--- config.mk ---
export PLATFORM = sky130hd
export DESIGN_NAME = vgg_layer_sequencer
export DESIGN_NICKNAME = d
export VERILOG_FILES = /design/src/rtl/vgg_pkg.sv /design/src/rtl/layer_cfg_rom.sv /design/src/rtl/vgg_layer_sequencer.sv
export SDC_FILE = /design/constraint.sdc
export NUM_CORES = 1
export LEC_CHECK = 0
export ABC_CLOCK_PERIOD_IN_PS = 4400
export CELL_PAD_IN_SITES_DETAIL_PLACEMENT = 0
export CELL_PAD_IN_SITES_GLOBAL_PLACEMENT = 2
export CORE_MARGIN = 1.5
export CORE_UTILIZATION = 34
export DETAILED_ROUTE_END_ITERATION = 7
export PLACE_DENSITY_LB_ADDON = 0.25
export SLEW_MARGIN = 20
export SYNTH_ARGS = -nofsm -noshare
export SYNTH_HDL_FRONTEND = slang
export SYNTH_SLANG_ARGS = --single-unit
--- constraint.sdc ---
create_clock -name clk_i -period 4.4 [get_ports clk_i]
set_input_delay 0.44 -clock clk_i [delete_from_list [all_inputs] [get_ports clk_i]]
set_output_delay 0.44 -clock clk_i [all_outputs]
set_load 0.03 [all_outputs]
--- src/rtl/vgg_pkg.sv ---
// Shared VGG16 sequencing definitions: FSM state encoding, network defaults and
// the per-layer max-pool table used by the layer sequencer and its config ROM.
package vgg_pkg;

  typedef enum logic [2:0] {
    ST_IDLE,
    ST_LOAD,
    ST_KICK,
    ST_RUN,
    ST_NEXT,
    ST_DONE
  } state_e;

  localparam int VGG_NUM_LAYER  = 13;
  localparam int VGG_IMG_WIDTH  = 224;
  localparam int VGG_IMG_HEIGHT = 224;

  // Bit i set: conv layer i is followed by a 2x2 max-pool (layers 1,3,6,9,12).
  localparam int unsigned POOL_TBL_W = 16;
  localparam logic [POOL_TBL_W-1:0] POOL_TBL = 16'h124A;

  function automatic logic pool_at(input int unsigned idx);
    return (idx < POOL_TBL_W) ? POOL_TBL[idx[3:0]] : 1'b0;
  endfunction

endpackage

--- src/rtl/layer_cfg_rom.sv ---
// Combinational per-layer configuration lookup; kept separate from the FSM so
// further per-layer fields (e.g. channel counts) can be added here alone.
module layer_cfg_rom
  import vgg_pkg::*;
#(
  parameter int LW = 4
) (
  input  logic [LW-1:0] layer_idx_i,
  output logic          pool_o
);

  assign pool_o = pool_at(32'(layer_idx_i));

endmodule

--- src/rtl/vgg_layer_sequencer.sv ---
// VGG16 layer sequencer. States: IDLE wait start | LOAD fetch pool, size layer |
// KICK pulse eng_start | RUN count output beats | NEXT advance layer/image | DONE pulse done.
module vgg_layer_sequencer
  import vgg_pkg::*;
#(
  parameter int NUM_LAYER  = VGG_NUM_LAYER,
  parameter int NUM_IMG    = 1,
  parameter int IMG_WIDTH  = VGG_IMG_WIDTH,
  parameter int IMG_HEIGHT = VGG_IMG_HEIGHT,
  parameter int DIM_W      = 9,
  parameter int CNT_W      = 16,
  localparam int LW = (NUM_LAYER > 1) ? $clog2(NUM_LAYER) : 1,
  localparam int IW = $clog2(NUM_IMG) + 1
) (
  input  logic             clk_i,
  input  logic             reset_i,
  input  logic             start_i,
  input  logic             eng_valid_out_i,
  input  logic             out_full_i,
  output logic             eng_start_o,
  output logic             eng_stall_o,
  output logic [LW-1:0]    layer_idx_o,
  output logic [IW-1:0]    img_idx_o,
  output logic [DIM_W-1:0] cur_width_o,
  output logic [DIM_W-1:0] cur_height_o,
  output logic             cur_pool_o,
  output logic             busy_o,
  output logic             done_o
);

  localparam int AW = 2 * DIM_W;
  localparam logic [DIM_W-1:0] W0 = DIM_W'(IMG_WIDTH);
  localparam logic [DIM_W-1:0] H0 = DIM_W'(IMG_HEIGHT);
  localparam logic [LW-1:0] LAST_LAYER = LW'(NUM_LAYER - 1);
  localparam logic [IW-1:0] LAST_IMG   = IW'(NUM_IMG - 1);

  state_e           state_q;
  logic [LW-1:0]    layer_q;
  logic [IW-1:0]    img_q;
  logic [DIM_W-1:0] width_q, height_q;
  logic             pool_q, eng_start_q, busy_q, done_q;
  logic [CNT_W-1:0] exp_q, cnt_q;

  logic             pool_w;
  logic [AW-1:0]    area_full, area_pool;
  logic [CNT_W-1:0] exp_cnt_d, cnt_d;

  layer_cfg_rom #(.LW(LW)) u_cfg_rom (
    .layer_idx_i (layer_q),
    .pool_o      (pool_w)
  );

  // Pooled layers emit a quarter of their input pixels.
  assign area_full = AW'(width_q) * AW'(height_q);
  assign area_pool = AW'(width_q >> 1) * AW'(height_q >> 1);
  assign exp_cnt_d = pool_w ? CNT_W'(area_pool) : CNT_W'(area_full);
  assign cnt_d     = cnt_q + CNT_W'(1);

  always_ff @(posedge clk_i) begin
    if (reset_i) begin
      state_q     <= ST_IDLE;
      layer_q     <= '0;
      img_q       <= '0;
      width_q     <= W0;
      height_q    <= H0;
      pool_q      <= 1'b0;
      exp_q       <= '0;
      cnt_q       <= '0;
      eng_start_q <= 1'b0;
      busy_q      <= 1'b0;
      done_q      <= 1'b0;
    end else begin
      eng_start_q <= 1'b0;
      done_q      <= 1'b0;
      case (state_q)
        ST_IDLE: begin
          if (start_i) begin
            busy_q   <= 1'b1;
            layer_q  <= '0;
            img_q    <= '0;
            width_q  <= W0;
            height_q <= H0;
            state_q  <= ST_LOAD;
          end
        end
        ST_LOAD: begin
          pool_q  <= pool_w;
          exp_q   <= exp_cnt_d;
          cnt_q   <= '0;
          state_q <= ST_KICK;
        end
        ST_KICK: begin
          eng_start_q <= 1'b1;
          state_q     <= ST_RUN;
        end
        ST_RUN: begin
          if (eng_valid_out_i) begin
            cnt_q <= cnt_d;
            if (cnt_d == exp_q) state_q <= ST_NEXT;
          end
        end
        ST_NEXT: begin
          if (pool_q) begin
            width_q  <= width_q >> 1;
            height_q <= height_q >> 1;
          end
          // A new image overrides the pooled halving with the full input size.
          if (layer_q != LAST_LAYER) begin
            layer_q <= layer_q + LW'(1);
            state_q <= ST_LOAD;
          end else if (img_q != LAST_IMG) begin
            img_q    <= img_q + IW'(1);
            layer_q  <= '0;
            width_q  <= W0;
            height_q <= H0;
            state_q  <= ST_LOAD;
          end else begin
            done_q  <= 1'b1;
            busy_q  <= 1'b0;
            state_q <= ST_DONE;
          end
        end
        ST_DONE: state_q <= ST_IDLE;
        default: state_q <= ST_IDLE;
      endcase
    end
  end

  assign eng_stall_o  = out_full_i && (state_q == ST_RUN);
  assign eng_start_o  = eng_start_q;
  assign layer_idx_o  = layer_q;
  assign img_idx_o    = img_q;
  assign cur_width_o  = width_q;
  assign cur_height_o = height_q;
  assign cur_pool_o   = pool_q;
  assign busy_o       = busy_q;
  assign done_o       = done_q;

endmodule

==> summary.md, run 1 <==
| Metric | Value |
|---|---|
| Via density | `5.087` |
| Site Rows | `47` |
| Hold WS | `0.4619 ns` |
| Clk slew on worst S/H paths | `0.07 ns` |
| Setup ws final | `0.1694 ns` |
| Routability cong. | `0.8240` |
| Critical Path End | `exp_q[14]$_SDFFE_PP0P_` |
| WL final | `14740 um` |
| CP peak stage delay | `0.54 ns` |
| Status | `complete, no violations` |
| Max-slew violation count | `0` |
| Worst R2R Start | `cur_width_o[7]$_SDFFE_PP1P_` |
| Register area | `1036 sq um` |
| Fraction of layout cells with a size suffix above 1 | `0.1352` |
| HP Class | `register to register` |
| Root buf cell | `clkbuf_16` |
| Critical R2R Capture | `exp_q[14]$_SDFFE_PP0P_` |
| Yosys Warn Count | `0` |
| Most frequent CP cell | `fa_1` |
| Max Cap Viol | `0` |
| CORE AREA | `16700 sq um` |
| Final Cycle Share | `0.9615` |
| Skew-Pair Late Insertion Delay | `0.30 ns` |
| CP max FO | `4` |
| Synthesis-to-finish area growth | `16.83%` |
| Fmax | `236.4 MHz` |
| Synth top area share | `0.1739` |
| H-tree levels | `2` |
| WP data required | `4.58 ns` |
| CTS tree | `done` |
| LEAKAGE | `3.097 nW` |
| Crit path launch type | `register` |
| Tightest Pin Transition | `0.9471 ns` |
| Hold depth | `2` |
| Slew margin rel. | `0.3686` |
| Vias | `4995` |
| DR iter-0 viols | `209` |
| Post-synth cell types | `64` |
| Ys async rst share | `0` |
| Worst Setup End Kind | `register` |
| RSZ-0062 raised after global routing | `true` |
| Cell chain of the critical path | `buf_4, and2_1, fa_1, inv_1, fa_1, fa_1, fa_1, inv_1, ha_1, o21a_1, o31ai_2, a21oi_2, a221oi_2, xor2_1, a211oi_2` |
| Critical Path Source | `cur_width_o[7]$_SDFFE_PP1P_` |
| Total GRT Usage | `0.1707` |
| Slowest CP cell | `fa_1` |
| Worst VDD drop | `0.0001347 V` |
| Vias in the first global route | `4956` |
| Post-synth EDFFs | `0` |
| Final number of hold-violating endpoints | `0` |
| Total power | `1.200 mW` |
| Ports | `33` |
| CTS Buffer Depth | `2` |
| #FFs+latches synth | `51` |
| Top-count cell post-synth | `inv_1` |
| Fin crit period | `4.231 ns` |
| Final setup TNS | `0 ns` |
| Post-synthesis sequential area ratio | `0.1739` |
| Multi-input logic area | `4457 sq um` |
| Nets | `870` |
| Post-Syn Instances | `720` |
| DRT Pass-1 Iters | `4` |
| Total grt overflow | `0` |
| Bufs and invs on worst path | `3` |
| R2R cell count | `15` |
| DR WL/cell | `15.01 um` |
| Worst Path Arrival | `4.41 ns` |
| Antenna violations before repair | `0` |
| Clock Sinks | `51` |
| Starting density of the core | `0.3516` |
| Post-CTS Setup Inserts | `0` |
| Synthesized area per cell | `8.155 sq um` |
| Antenna Nets Post-Route | `0` |
| Die Wd | `134.4 um` |
| Ant diodes | `0` |
| CP delay by family, top | `adder cells` |
| Post-synth top flop | `dfxtp_1` |
| Ranking of synthesized cells by area | `dfxtp_1 (17%), fa_1 (14%), ha_1 (13%), inv_1 (5.9%), nor2_1 (4.0%)` |
| Final setup fails | `0` |
| Leading area contributor after synthesis | `dfxtp_1` |
| Final core occ | `0.4108` |
| Clk_skew | `0.007989 ns` |
| Drt drc | `0` |
| Port-buffer cells | `29` |
| Largest net degree at the start of global routing | `48` |
| First-pass GRT wire length | `24710 um` |
| Layout fillers | `1740` |
| Synth cell count leaders | `inv_1 (92), ha_1 (63), nor2_1 (62)` |
| Critical path class | `register to register` |
| Synthesized area | `5872 sq um` |
| Power Density | `175.0 nW/um^2` |
| Die height | `134.4 um` |
| Pre-CTS setup slack | `-0.04436 ns` |
| Full die area | `18070 sq um` |
| CP Depth | `15` |
| HPWL after DPL | `11760 um` |
| Num CTS Buffers | `5` |
| Setup slack, reg-to-reg | `0.17 ns` |
-- what timing repair did --
action	CTS	global route
endpoints found under the setup margin	3	7
hold buffers	0	0
cloned	0	0
pin swaps	0	14
resized for setup	3	36
-- per-layer routing --
metal  track usage  vias up  share of wire
met5             0        -              0
met4       0.04182        0          0.011
met3       0.02003        9          0.026
met2        0.3017       70           0.49
met1        0.2211     2411           0.47
li1              -     2505              -
-- layout make-up --
cell class / count / share of cell area
Multi-Input combinational cell: 543 / 0.6496
Sequential cell: 51 / 0.1510
Timing Repair Buffer: 68 / 0.08426
Inverter: 92 / 0.05034
Tap cell: 220 / 0.04012
Clock buffer: 7 / 0.02389
Clock inverter: 1 / 0.0007295
-- worst min path at each step --
stage	startpoint	endpoint	slack, ns
after floorplan	exp_q[5]$_SDFFE_PP0P_	exp_q[5]$_SDFFE_PP0P_	0.45
after global placement	busy_o$_SDFFE_PP0P_	busy_o$_SDFFE_PP0P_	0.45
after detailed placement	busy_o$_SDFFE_PP0P_	busy_o$_SDFFE_PP0P_	0.45
after CTS	busy_o$_SDFFE_PP0P_	busy_o$_SDFFE_PP0P_	0.46
after global routing	busy_o$_SDFFE_PP0P_	busy_o$_SDFFE_PP0P_	0.50
final	busy_o$_SDFFE_PP0P_	busy_o$_SDFFE_PP0P_	0.46
-- metrics by stage --
step | cell area, sq um | std cells
3_3_place_gp | 6506 | 974
2_1_floorplan | 5932 | 732
4_1_cts | 6689 | 982
3_5_place_dp | 6506 | 974
5_1_grt | 6860 | 982
6_report | 6860 | 982
-- power by group --
group	switching, mW	internal (mW)	total, mW
Sequential	0.0187	0.475	0.494
Combinational	0.145	0.106	0.251
Clock	0.194	0.261	0.455
-- cells by family after synthesis --
| logic type | Yosys count | synth area share |
|---|---|---|
| simple gates | 233 | 0.2112 |
| compound gates | 141 | 0.1543 |
| buf+inv | 138 | 0.1068 |
| fa+ha+maj | 104 | 0.2740 |
| flops | 51 | 0.1739 |
| xor+xnor | 41 | 0.06116 |
| mux | 10 | 0.01747 |
| other cells | 2 | 0.001279 |
-- sequential cells by signal, summed over array words and instances, names as in the netlist --
register and flops:
exp_q 15, state_q 3, eng_start_o 1, pool_w 1, cnt_q 16, cur_width_o 8
layer_idx_o 4, cur_pool_o 1, done_o 1, busy_o 1
-- placed cells by master, fill, tap and decap left out, types with 5 or more instances in the layout --
cell type / Yosys / layout
a211oi_1: 12 / 9
a21o_1: 10 / 10
a21oi_1: 44 / 43
a31oi_1: 6 / 5
and2_1: 18 / 17
and3_1: 5 / 5
buf_4: 14 / 39
clkbuf_16: 0 / 6
clkdlybuf4s50_1: 0 / 28
conb_1: 2 / 14
dfxtp_1: 51 / 43
dfxtp_2: 0 / 6
fa_1: 41 / 38
ha_1: 63 / 59
inv_1: 92 / 91
mux2i_1: 8 / 8
nand2_1: 48 / 45
nand2b_1: 5 / 5
nand3_1: 19 / 19
nand3b_1: 7 / 7
nor2_1: 62 / 60
nor2b_1: 8 / 7
nor3_1: 20 / 19
o211ai_1: 6 / 6
o21a_1: 6 / 6
o21ai_0: 24 / 21
or4_1: 5 / 5
xnor2_1: 20 / 19
xor2_1: 21 / 20
-- worst min-delay path: cells and delay by family (launching register included) --
family	cells	cell delay, ns
flip-flops	1	0.31
AO/OA/AOI/OAI	1	0.05
AND/OR/NAND/NOR	1	0.05
Power figures use the tool's default switching activity.
==> run 2: changes to the inputs <==
Settings changed: CORE_UTILIZATION 34 to 33, SYNTH_HIERARCHICAL set to 1.
==> run 2 against run 1 <==
Against the previous run: sequential power shrank 3%; clock-buffer cell count shrank 1; hold slack gained 0.0065 ns; die area shrank 1.3%; clock power grew 7.5%; clock skew shrank 0.0011 ns; combinational power grew 5%; cell count grew 0.61%; core utilization grew 0.75 points; global-route usage shrank 0.072 points; power grew 2.6%.
==> summary.md, run 2 <==
| Metric | Value |
|---|---|
| Synthesized area | `5623 sq um` |
| Leading area contributor after synthesis | `dfxtp_1` |
| Met2 track demand over resource | `0.3051` |
| Root buf cell | `clkbuf_16` |
| Cell Int Power | `0.8618 mW` |
| Sw Pwr | `0.3698 mW` |
| Site Rows | `47` |
| Reg with most FFs | `cnt_q` |
| Port-buffer cells | `29` |
| Fraction of layout cells with a size suffix above 1 | `0.1849` |
| Tightest Pin Transition | `1.017 ns` |
| Commonest non-fill, non-tap cell in the layout | `inv_1` |
| Total grt overflow | `0` |
| Grt met3 use | `0.01560` |
| Layout fillers | `1686` |
| HPWL after DPL | `11730 um` |
| H-tree levels | `2` |
| Synthesized area per cell | `7.964 sq um` |
| Nets | `876` |
| Post-Syn Instances | `706` |
| Hold path start | `exp_q[5]$_SDFFE_PP0P_` |
| CP max FO | `4` |
| Comb pwr share | `0.214` |
| Final setup fails | `0` |
| Antenna violations before repair | `0` |
| Synth top area share | `0.1780` |
| Yosys Warn Count | `6` |
| Clk slew on worst S/H paths | `0.07 ns` |
| Ports | `33` |
| CORE AREA | `16640 sq um` |
| Starting density of the core | `0.3379` |
| CTS Buffer Depth | `2` |
| DRT Pass-1 Iters | `4` |
| Pre-CTS setup slack | `-0.1951 ns` |
| Ranking of synthesized cells by area | `dfxtp_1 (18%), fa_1 (15%), ha_1 (14%), inv_1 (6.5%), nor2_1 (5.5%)` |
| Num CTS Buffers | `5` |
| Power Density | `176.9 nW/um^2` |
| Total power | `1.232 mW` |
| Seq pwr share | `0.389` |
| Fin crit period | `4.243 ns` |
| Top-count cell post-synth | `inv_1` |
| Critical path class | `register to register` |
| Routability cong. | `0.8499` |
| R2R cell count | `19` |
| Hold Path End | `exp_q[5]$_SDFFE_PP0P_` |
| Ant diodes | `0` |
| # hold bufs at CTS | `0` |
| Finished Layout Cells | `988` |
| Setup slack, reg-to-reg | `0.16 ns` |
| Worst R2R Start | `cur_width_o[4]$_SDFFE_PP0P_` |
| Sw Ratio | `0.3003` |
| Hold depth | `2` |
| Worst VDD drop | `0.0002064 V` |
| Max Cap Viol | `0` |
| Synthesis-to-finish area growth | `23.81%` |
| Most frequent cells in the layout | `inv_1 (89), nor2_1 (76), ha_1 (54)` |
| LEAKAGE | `3.106 nW` |
| WP data required | `4.55 ns` |
| Post-synth cell types | `64` |
| Clock Sinks | `50` |
| Clk pwr share | `0.397` |
| #FFs+latches synth | `50` |
| Worst Setup End Kind | `register` |
| Max FFs per register | `16` |
| HP Class | `register to register` |
| DR iter-0 viols | `166` |
| Post-synthesis sequential area ratio | `0.1780` |
| Largest net degree at the start of global routing | `50` |
| Final number of hold-violating endpoints | `0` |
| Worst Path Arrival | `4.39 ns` |
| WL final | `14800 um` |
| Critical R2R Capture | `exp_q[14]$_SDFFE_PP0P_` |
| Post-synth top flop | `dfxtp_1` |
| Via density | `4.817` |
| Antenna Nets Post-Route | `0` |
| DR WL/cell | `14.98 um` |
| Placed insts | `979` |
| Status | `complete, no violations` |
| Post-layout instance area | `6962 sq um` |
| Drt drc | `0` |
| First-pass GRT wire length | `24210 um` |
| Vias | `4759` |
| Skew-Pair Late Insertion Delay | `0.31 ns` |
| Post-synth EDFFs | `0` |
| Die Wd | `133.5 um` |
| Busiest grt layer | `met2` |
| Placed inst area | `6451 sq um` |
| Clk_skew | `0.006845 ns` |
| Fmax | `235.7 MHz` |
| CTS tree | `done` |
| Crit path launch type | `register` |
| Die height | `133.5 um` |
| Setup ws final | `0.1566 ns` |
| Total GRT Usage | `0.1700` |
| Full die area | `17830 sq um` |
| Max-slew violation count | `0` |
| Vias in the first global route | `4893` |
| Met1 Track Usage GR | `0.2159` |
| Slew margin rel. | `0.3223` |
| Final Cycle Share | `0.9644` |
| Ys async rst share | `0` |
| Synth cell count leaders | `inv_1 (98), nor2_1 (82), ha_1 (63)` |
==> run 2: cell type report <==
class / count / area [sq um] / share of cell area
Multi-Input combinational cell: 527 / 4390 / 0.6307
Inverter: 98 / 375.4 / 0.05392
Sequential cell: 50 / 1026 / 0.1474
Clock buffer: 6 / 138.9 / 0.01995
Timing Repair Buffer: 85 / 716.9 / 0.1030
Clock inverter: 2 / 38.79 / 0.005572
Tap cell: 220 / 275.3 / 0.03954
==> run 2: cells by family after synthesis <==
logic type	share of synthesized area
and+or+nand+nor	0.1851
buffers and inverters	0.1021
AOI/OAI and AO/OA	0.1513
adders and majority gates	0.2879
DFF	0.1780
xor gates and xnor gates	0.07610
muxes	0.01802
other	0.001336
==> run 2: layer usage <==
| metal | routed length, um | share of wire |
|---|---|---|
| met4 | 199 | 0.013 |
| met5 | 0 | 0 |
| met3 | 257 | 0.017 |
| met2 | 7399 | 0.50 |
| met1 | 6940 | 0.47 |
==> run 2: worst max path at each step <==
| stage | startpoint | endpoint | slack, ns | cells after the start |
|---|---|---|---|---|
| 2_1_floorplan | cur_width_o[4]$_SDFFE_PP0P_ | exp_q[15]$_SDFFE_PP0P_ | -0.03 | 16 |
| 3_3_place_gp | cur_width_o[7]$_SDFFE_PP1P_ | exp_q[14]$_SDFFE_PP0P_ | -0.14 | 18 |
| 3_5_place_dp | cur_width_o[7]$_SDFFE_PP1P_ | exp_q[14]$_SDFFE_PP0P_ | -0.20 | 18 |
| 4_1_cts | cur_width_o[4]$_SDFFE_PP0P_ | exp_q[14]$_SDFFE_PP0P_ | -0.04 | 19 |
| 5_1_grt | cur_width_o[4]$_SDFFE_PP0P_ | exp_q[14]$_SDFFE_PP0P_ | -0.02 | 19 |
| 6_report | cur_width_o[4]$_SDFFE_PP0P_ | exp_q[14]$_SDFFE_PP0P_ | 0.16 | 19 |
==> run 2: repair_timing <==
action,4_1_cts,5_1_grt
setup endpoints to repair,6,8
buffers inserted,0,1
gates cloned,0,0
pin swaps,1,33
hold endpoints to repair,0,0
resized for setup,12,66
==> run 2: stage by stage <==
stage	hold WS [ns]	util	setup TNS [ns]
after floorplan	0.4451	-	-0.02857
after global placement	0.4568	0.3876	-0.3932
after detailed placement	0.4645	0.3876	-0.9528
after CTS	0.4736	0.4010	-0.05390
after global routing	0.4965	0.4183	-0.03321
final	0.4683	0.4183	0
==> run 2: critical path, cell delays in order (launching register included) <==
cell and delay [ns]:
dfxtp_4 0.37, inv_4 0.08, buf_6 0.13, nor2_4 0.04
fa_1 0.48, inv_1 0.06, fa_2 0.61, xor2_1 0.08
ha_1 0.28, inv_1 0.05, fa_1 0.52, inv_1 0.08
ha_4 0.25, or2_2 0.28, a21oi_2 0.15, a31oi_2 0.07
a31oi_1 0.21, xnor2_1 0.09, nor3_1 0.19, nor4_1 0.06
==> run 2: power by group through the flow <==
| stage | clock network [mW] | registers [mW] | logic (mW) |
|---|---|---|---|
| 2_1_floorplan | 0 | 0.490 | 0.178 |
| 3_5_place_dp | 0 | 0.493 | 0.244 |
| 5_1_grt | 0.525 | 0.482 | 0.298 |
| 3_3_place_gp | 0 | 0.492 | 0.242 |
| 6_report | 0.489 | 0.479 | 0.263 |
| 4_1_cts | 0.507 | 0.482 | 0.248 |
